==> config.mk <==
export PLATFORM = sky130hd
export DESIGN_NAME = commit_trace_buffer_flat
export DESIGN_NICKNAME = d
export VERILOG_FILES = /design/src/rtl/commit_trace_if.sv /design/src/rtl/commit_trace_buffer.sv /design/src/flat_wrapper.sv
export SDC_FILE = /design/constraint.sdc
export NUM_CORES = 1
export LEC_CHECK = 0
export CORE_ASPECT_RATIO = 1.2
export CORE_UTILIZATION = 32
export DETAILED_ROUTE_END_ITERATION = 8
export PLACE_DENSITY = 0.59
export SLEW_MARGIN = 20
export SYNTH_ARGS = -nofsm -noshare
export SYNTH_HDL_FRONTEND = slang
export SYNTH_SLANG_ARGS = --single-unit
==> constraint.sdc <==
create_clock -name clk -period 12.69 [get_ports clk]
set_clock_uncertainty 0.05 [all_clocks]
set_input_delay 2.538 -clock clk [delete_from_list [all_inputs] [get_ports clk]]
set_output_delay 2.538 -clock clk [all_outputs]
set_load 0.05 [all_outputs]
==> src/rtl/commit_trace_if.sv <==
// Commit trace port bundle: core-side event inputs, readout request and the
// captured-history / status outputs of the trace buffer.
interface commit_trace_if #(
  parameter int DEPTH   = 16,
  parameter int STAMP_W = 16
);
  localparam int CW = $clog2(DEPTH) + 1;

  logic                    commit_valid;
  logic [31:0]             commit_pc;
  logic                    mispredict;
  logic [31:0]             mispredict_pc;
  logic                    trig_en;
  logic [31:0]             trig_pc;
  logic                    clear;
  logic                    rd_req;
  logic                    rd_valid;
  logic [2+32+STAMP_W-1:0] rd_data;
  logic                    rd_last;
  logic                    frozen;
  logic                    hang;
  logic [15:0]             mispredict_count;
  logic [CW-1:0]           entry_count;

  modport master (
    output commit_valid, commit_pc, mispredict, mispredict_pc,
    output trig_en, trig_pc, clear, rd_req,
    input  rd_valid, rd_data, rd_last, frozen, hang, mispredict_count, entry_count
  );

  modport slave (
    input  commit_valid, commit_pc, mispredict, mispredict_pc,
    input  trig_en, trig_pc, clear, rd_req,
    output rd_valid, rd_data, rd_last, frozen, hang, mispredict_count, entry_count
  );
endinterface

==> src/rtl/commit_trace_buffer.sv <==
// Circular commit/mispredict/trigger/hang trace that freezes on a PC trigger
// (after a post-trigger window) or on a no-commit watchdog, then reads out oldest-first.
module commit_trace_buffer #(
  parameter int DEPTH       = 16,
  parameter int STAMP_W     = 16,
  parameter int POST_TRIG   = 4,
  parameter int HANG_CYCLES = 1024
) (
  input  logic          clk,
  input  logic          reset,
  commit_trace_if.slave bus
);
  localparam int AW = $clog2(DEPTH);
  localparam int CW = AW + 1;
  localparam int IW = $clog2(HANG_CYCLES);
  localparam int EW = 2 + 32 + STAMP_W;

  localparam logic [CW-1:0] FULL      = CW'(DEPTH);
  localparam logic [IW-1:0] IDLE_FIRE = IW'(HANG_CYCLES - 2);
  localparam logic [AW-1:0] POST_INIT = AW'(POST_TRIG);

  localparam logic [1:0] T_COMMIT  = 2'b00;
  localparam logic [1:0] T_MISPRED = 2'b01;
  localparam logic [1:0] T_HANG    = 2'b10;
  localparam logic [1:0] T_TRIG    = 2'b11;

  typedef enum logic [1:0] {RUN, POST, FROZEN} state_t;

  function automatic logic [15:0] sat_inc16(input logic [15:0] v);
    return (v == 16'hFFFF) ? v : v + 16'd1;
  endfunction

  function automatic logic [CW-1:0] sat_count(input logic [CW-1:0] v);
    return (v == FULL) ? v : v + CW'(1);
  endfunction

  state_t               state;
  logic [EW-1:0]        mem [DEPTH];
  logic [AW-1:0]        wr_ptr;
  logic [AW-1:0]        rd_idx;
  logic [AW-1:0]        post_cnt;
  logic [CW-1:0]        count;
  logic [STAMP_W-1:0]   stamp;
  logic [IW-1:0]        idle_cnt;
  logic [15:0]          mp_count;
  logic                 hang_q;
  logic                 frozen_q;
  logic                 rd_valid_q;
  logic                 rd_last_q;
  logic [EW-1:0]        rd_data_q;

  logic                 active;
  logic                 hang_ev;
  logic                 trig_ev;
  logic                 log_en;
  logic [1:0]           log_type;
  logic [31:0]          log_pc;
  logic [AW-1:0]        oldest;
  logic [AW-1:0]        rd_addr;
  logic [CW-1:0]        count_m1;
  logic                 at_last;

  // Event decode: at most one entry per cycle, HANG > MISPREDICT > TRIGGER > COMMIT.
  always_comb begin
    active   = (state != FROZEN);
    hang_ev  = active && !bus.commit_valid && (idle_cnt == IDLE_FIRE);
    trig_ev  = (state == RUN) && bus.commit_valid && bus.trig_en &&
               (bus.commit_pc == bus.trig_pc) && !bus.mispredict;
    log_en   = active && (hang_ev || bus.mispredict || bus.commit_valid);
    log_type = T_COMMIT;
    log_pc   = bus.commit_pc;
    if (hang_ev) begin
      log_type = T_HANG;
      log_pc   = '0;
    end else if (bus.mispredict) begin
      log_type = T_MISPRED;
      log_pc   = bus.mispredict_pc;
    end else if (trig_ev) begin
      log_type = T_TRIG;
    end
    // Oldest slot is wr_ptr when full (low bits of DEPTH are zero), else slot 0.
    oldest   = wr_ptr - count[AW-1:0];
    rd_addr  = oldest + rd_idx;
    count_m1 = count - CW'(1);
    at_last  = (rd_idx == count_m1[AW-1:0]);
  end

  always_ff @(posedge clk) begin
    if (reset || bus.clear) begin
      state      <= RUN;
      wr_ptr     <= '0;
      rd_idx     <= '0;
      post_cnt   <= '0;
      count      <= '0;
      stamp      <= '0;
      idle_cnt   <= '0;
      mp_count   <= '0;
      hang_q     <= 1'b0;
      frozen_q   <= 1'b0;
      rd_valid_q <= 1'b0;
      rd_last_q  <= 1'b0;
      rd_data_q  <= '0;
    end else begin
      stamp      <= stamp + STAMP_W'(1);
      rd_valid_q <= 1'b0;
      rd_last_q  <= 1'b0;
      if (active) begin
        if (log_en) begin
          wr_ptr <= wr_ptr + AW'(1);
          count  <= sat_count(count);
        end
        if (bus.mispredict) mp_count <= sat_inc16(mp_count);
        idle_cnt <= bus.commit_valid ? '0 : idle_cnt + IW'(1);
        if (hang_ev) begin
          state    <= FROZEN;
          frozen_q <= 1'b1;
          hang_q   <= 1'b1;
        end else if (trig_ev) begin
          if (POST_TRIG == 0) begin
            state    <= FROZEN;
            frozen_q <= 1'b1;
          end else begin
            state    <= POST;
            post_cnt <= POST_INIT;
          end
        end else if (state == POST && log_en) begin
          post_cnt <= post_cnt - AW'(1);
          if (post_cnt == AW'(1)) begin
            state    <= FROZEN;
            frozen_q <= 1'b1;
          end
        end
      end else if (bus.rd_req && count != '0) begin
        // Non-destructive readout: wrap back to the oldest entry after the newest.
        rd_valid_q <= 1'b1;
        rd_data_q  <= mem[rd_addr];
        rd_last_q  <= at_last;
        rd_idx     <= at_last ? '0 : rd_idx + AW'(1);
      end
    end
  end

  always_ff @(posedge clk) begin
    if (!reset && !bus.clear && log_en) mem[wr_ptr] <= {log_type, log_pc, stamp};
  end

  assign bus.rd_valid         = rd_valid_q;
  assign bus.rd_data          = rd_data_q;
  assign bus.rd_last          = rd_last_q;
  assign bus.frozen           = frozen_q;
  assign bus.hang             = hang_q;
  assign bus.mispredict_count = mp_count;
  assign bus.entry_count      = count;
endmodule

==> src/flat_wrapper.sv <==
// flat-port wrapper written by rule: the top's interface ports become plain ports
module commit_trace_buffer_flat 
#(
  parameter int DEPTH       = 16,
  parameter int STAMP_W     = 16,
  parameter int POST_TRIG   = 4,
  parameter int HANG_CYCLES = 1024
)
  (clk, reset, bus_commit_valid, bus_commit_pc, bus_mispredict, bus_mispredict_pc, bus_trig_en, bus_trig_pc, bus_clear, bus_rd_req, bus_rd_valid, bus_rd_data, bus_rd_last, bus_frozen, bus_hang, bus_mispredict_count, bus_entry_count);
  commit_trace_if #(.DEPTH(DEPTH), .STAMP_W(STAMP_W)) bus_i ();
  input  logic clk;
  input  logic reset;
  input wire logic [$bits(bus_i.commit_valid)-1:0] bus_commit_valid;
  input wire logic [$bits(bus_i.commit_pc)-1:0] bus_commit_pc;
  input wire logic [$bits(bus_i.mispredict)-1:0] bus_mispredict;
  input wire logic [$bits(bus_i.mispredict_pc)-1:0] bus_mispredict_pc;
  input wire logic [$bits(bus_i.trig_en)-1:0] bus_trig_en;
  input wire logic [$bits(bus_i.trig_pc)-1:0] bus_trig_pc;
  input wire logic [$bits(bus_i.clear)-1:0] bus_clear;
  input wire logic [$bits(bus_i.rd_req)-1:0] bus_rd_req;
  output wire logic [$bits(bus_i.rd_valid)-1:0] bus_rd_valid;
  output wire logic [$bits(bus_i.rd_data)-1:0] bus_rd_data;
  output wire logic [$bits(bus_i.rd_last)-1:0] bus_rd_last;
  output wire logic [$bits(bus_i.frozen)-1:0] bus_frozen;
  output wire logic [$bits(bus_i.hang)-1:0] bus_hang;
  output wire logic [$bits(bus_i.mispredict_count)-1:0] bus_mispredict_count;
  output wire logic [$bits(bus_i.entry_count)-1:0] bus_entry_count;
  assign bus_i.commit_valid = bus_commit_valid;
  assign bus_i.commit_pc = bus_commit_pc;
  assign bus_i.mispredict = bus_mispredict;
  assign bus_i.mispredict_pc = bus_mispredict_pc;
  assign bus_i.trig_en = bus_trig_en;
  assign bus_i.trig_pc = bus_trig_pc;
  assign bus_i.clear = bus_clear;
  assign bus_i.rd_req = bus_rd_req;
  assign bus_rd_valid = bus_i.rd_valid;
  assign bus_rd_data = bus_i.rd_data;
  assign bus_rd_last = bus_i.rd_last;
  assign bus_frozen = bus_i.frozen;
  assign bus_hang = bus_i.hang;
  assign bus_mispredict_count = bus_i.mispredict_count;
  assign bus_entry_count = bus_i.entry_count;
  commit_trace_buffer #(.DEPTH(DEPTH), .STAMP_W(STAMP_W), .POST_TRIG(POST_TRIG), .HANG_CYCLES(HANG_CYCLES)) u_core (.clk(clk), .reset(reset), .bus(bus_i));
endmodule
==> impl_results.md <==
- Tot GR Track Use: between 10% and 20%
- CTS tree: built
- Nets@finish: approximately 2,200
- Post-synth ARST share: 0%
- P_leak: around 14 nW
- Yosys warning total: 0
- Die width: around 310 µm
- Switch Pwr: around 1.4 mW
- Drt via density: a little under 5
- Netlist Area Pre-Place: approximately 36,000 µm²
- Hold Crit Class: reg -> reg
- Final instance area: 43,000 µm²
- Post-Syn Instances: 1,920
- Post-CTS Setup Inserts: 0
- Initial antenna violation count: 1
- Commonest non-fill, non-tap cells in the layout: edfxtp_1 (800), mux4_2 (200), clkdlybuf4s50_1 (176)
- Most common cell after layout, fill and taps aside: edfxtp_1
- Post-synth top area cell: edfxtp_1
- Headroom to the max-slew limit: between 20% and 30%
- Post-synth net total: about 2,000
- WL met2: roughly 41,000 µm
- Clock Tree Root: clkbuf_16
- Met3 WL: 4250 µm
- Clock latency at the later pin of the worst-skew pair: approximately 640 ps
- Die outline height: roughly 370 µm
- Clock power share: 41.6%
- Yosys reg bits: just over 900
- Clock slew seen by the registers of the worst setup and hold paths: approximately 60 ps
- Number of global-route vias before repair: approximately 19,000
- Area growth, synth to finish: 18.4%
- Power, Total: approximately 6.6 mW
- Residual DRC: 0
- Final GP Congestion: between 0.7 and 0.8
- Crit path arrival time: between 5000 and 6000 ps
- Setup violators final: 0
- # Max-Cap Violations: 0
- Post-Syn Area per Cell: between 15 and 20 µm²
- Required @ worst endpoint: 12,910 ps
- Commonest register cell after synthesis: edfxtp_1
- Total die area: ~110,000 µm²
- Maximum VDD drop: around 99 µV
- Post-cts repair resize count: 0
- Crit path time final: around 5500 ps
- # hold bufs at CTS: 0
- M1 wire length: 36,100 µm
- First-pass GRT wire length: approximately 120,000 µm
- Top post-synthesis cells by area: edfxtp_1 (66%), mux4_2 (12%), dfxtp_1 (6.3%), mux2i_1 (3.8%), mux2_1 (1.5%)
- Rows: roughly 140
- Fmax: around 0.18 GHz
- Number of I/O port buffers: between 150 and 200
- Post-route antenna net violation count: 0
- Setup CP Type: in -> reg
- P_int: slightly above 5 mW
- Starting Density: between 30% and 40%
- Post-synthesis sequential area ratio: 72.4%
- Core box area: roughly 110,000 µm²
- Unrepaired setup endpoints after global routing: false
- Via count: 18,308
- Largest net degree at the start of global routing: between 100 and 150
- Sw Ratio: 21.7%
- Slew at the pin with the worst max-slew slack: approximately 1100 ps
- Drt first-iter violations: ~1,300
- R2r worst-path depth: 10
- Layout cell share with drive strength beyond 1: 18.7%
- Worst Hold Depth: 2
- CP max FO: 33
- Routed WL: 83,700 µm
- Status: complete, no violations
- Setup TNS: 0 ps
- Clock Sink Count: between 900 and 1,000
- CTS Buffer Depth: 3
- GRT overflow: 0
- Post-synth EDFFs: 800
- DRT Pass-1 Iters: 5
- Final Hold Fails: 0
- H-tree Lvls: 3
- # diodes: 0
- Worst Setup End Kind: flip-flop
- Pwr dens: about 150 nW/µm²
- Final HPWL from detailed placement: between 40,000 and 50,000 µm
- Share of power burned in registers: about half
- Combinational share of power: 8.6%
- DP Area: roughly 40,000 µm²
- Crit share post-route: between 40 and 50%
- Yosys cell types: 50
- Num ports: between 150 and 200
- Pins Over Slew Limit: 0
- Post-DR wirelength/cell: around 23 µm
- CTS Buf Count: 93
- Max layer used: met4
- Synth top area share: approximately two thirds
- Startpoint type of the worst setup path: input port
stage by stage:
step / cells / util (%) / setup slack, ps / hold slack [ps]
after floorplan: 1920 / - / 6550 / 401
after global placement: 3536 / 35.4 / 6670 / 419
after detailed placement: 3536 / 35.4 / 6500 / 418
after CTS: 3709 / 38.2 / 7220 / 441
after global routing: 3709 / 38.2 / 7030 / 478
final: 3709 / 38.2 / 7210 / 436
metal layers:
layer	vias up	GRT usage (%)
li1	8139	-
met1	9555	19.6
met2	497	24.1
met3	117	2.00
met4	0	4.86
met5	-	0
power by group through the flow:
| stage | logic [mW] | clock network (mW) | registers [mW] |
|---|---|---|---|
| floorplan | 0.387 | 0 | 3.35 |
| global placement | 0.571 | 0 | 3.35 |
| detailed placement | 0.579 | 0 | 3.35 |
| CTS | 0.581 | 2.81 | 3.29 |
| global route | 0.609 | 2.92 | 3.29 |
| finish | 0.567 | 2.74 | 3.29 |
registers in the layout (all words and copies together) (netlist names), 2 cells and up:
register and count:
u_core.mem 800, u_core.bus.rd_data 50, u_core.bus.mispredict_count 16, u_core.stamp 16, u_core.idle_cnt 10, u_core.bus.entry_count 5
u_core.post_cnt 4, u_core.rd_idx 4, u_core.wr_ptr 4, u_core.state 2
synthesized netlist by cell type (all sizes together), types with 2 or more instances:
library cell / n
edfxtp: 800
nor2: 90
a31oi: 2
mux4: 200
nor4: 9
and4: 6
nor3: 13
clkbuf: 40
mux2i: 137
o211ai: 2
o31ai: 8
a21oi: 71
xor2: 30
nand3: 22
and3: 7
nand4: 18
or4b: 2
nand2: 28
inv: 26
ha: 18
and2: 18
or3: 13
fa: 3
nor4b: 2
xnor2: 41
o21ai: 61
mux2: 50
a41o: 5
a311oi: 2
or2: 3
or4: 7
nand2b: 4
dfxtp: 115
buf: 59
critical path: stages:
cell	delay, ps
clkdlybuf4s50_1	800
nor2_1	220
a21oi_1	470
and4_1	300
and2_2	640
buf_4	680
worst paths after layout:
| check | start | end | slack [ps] |
|---|---|---|---|
| worst max register to register | u_core.wr_ptr[0] | u_core.bus.rd_data[31] | 8000 |
| worst max-delay path | bus_commit_valid | u_core.mem[14][38] | 7210 |
| worst min-delay path | u_core.bus.hang | u_core.bus.hang | 440 |
| worst min register to register | u_core.bus.hang | u_core.bus.hang | 440 |
cell families after synthesis:
group                    synth area share [%]
flip-flops                               72.4
AND/OR/NAND/NOR                          3.49
multiplexers                             17.7
XOR/XNOR                                 1.71
AO/OA/AOI/OAI                            2.40
adder cells (fa/ha/maj)                 0.785
buffers and inverters                    1.48
area by class of cell:
type,instances,area (µm²)
clock inverters,50,534
inverters,26,97.6
flip-flops and latches,915,26300
clock buffers,123,2550
multi-input cells,880,9610
fillers,10197,69600
repair buffers,208,2030
well taps,1507,1890
Power figures use the tool's default switching activity.
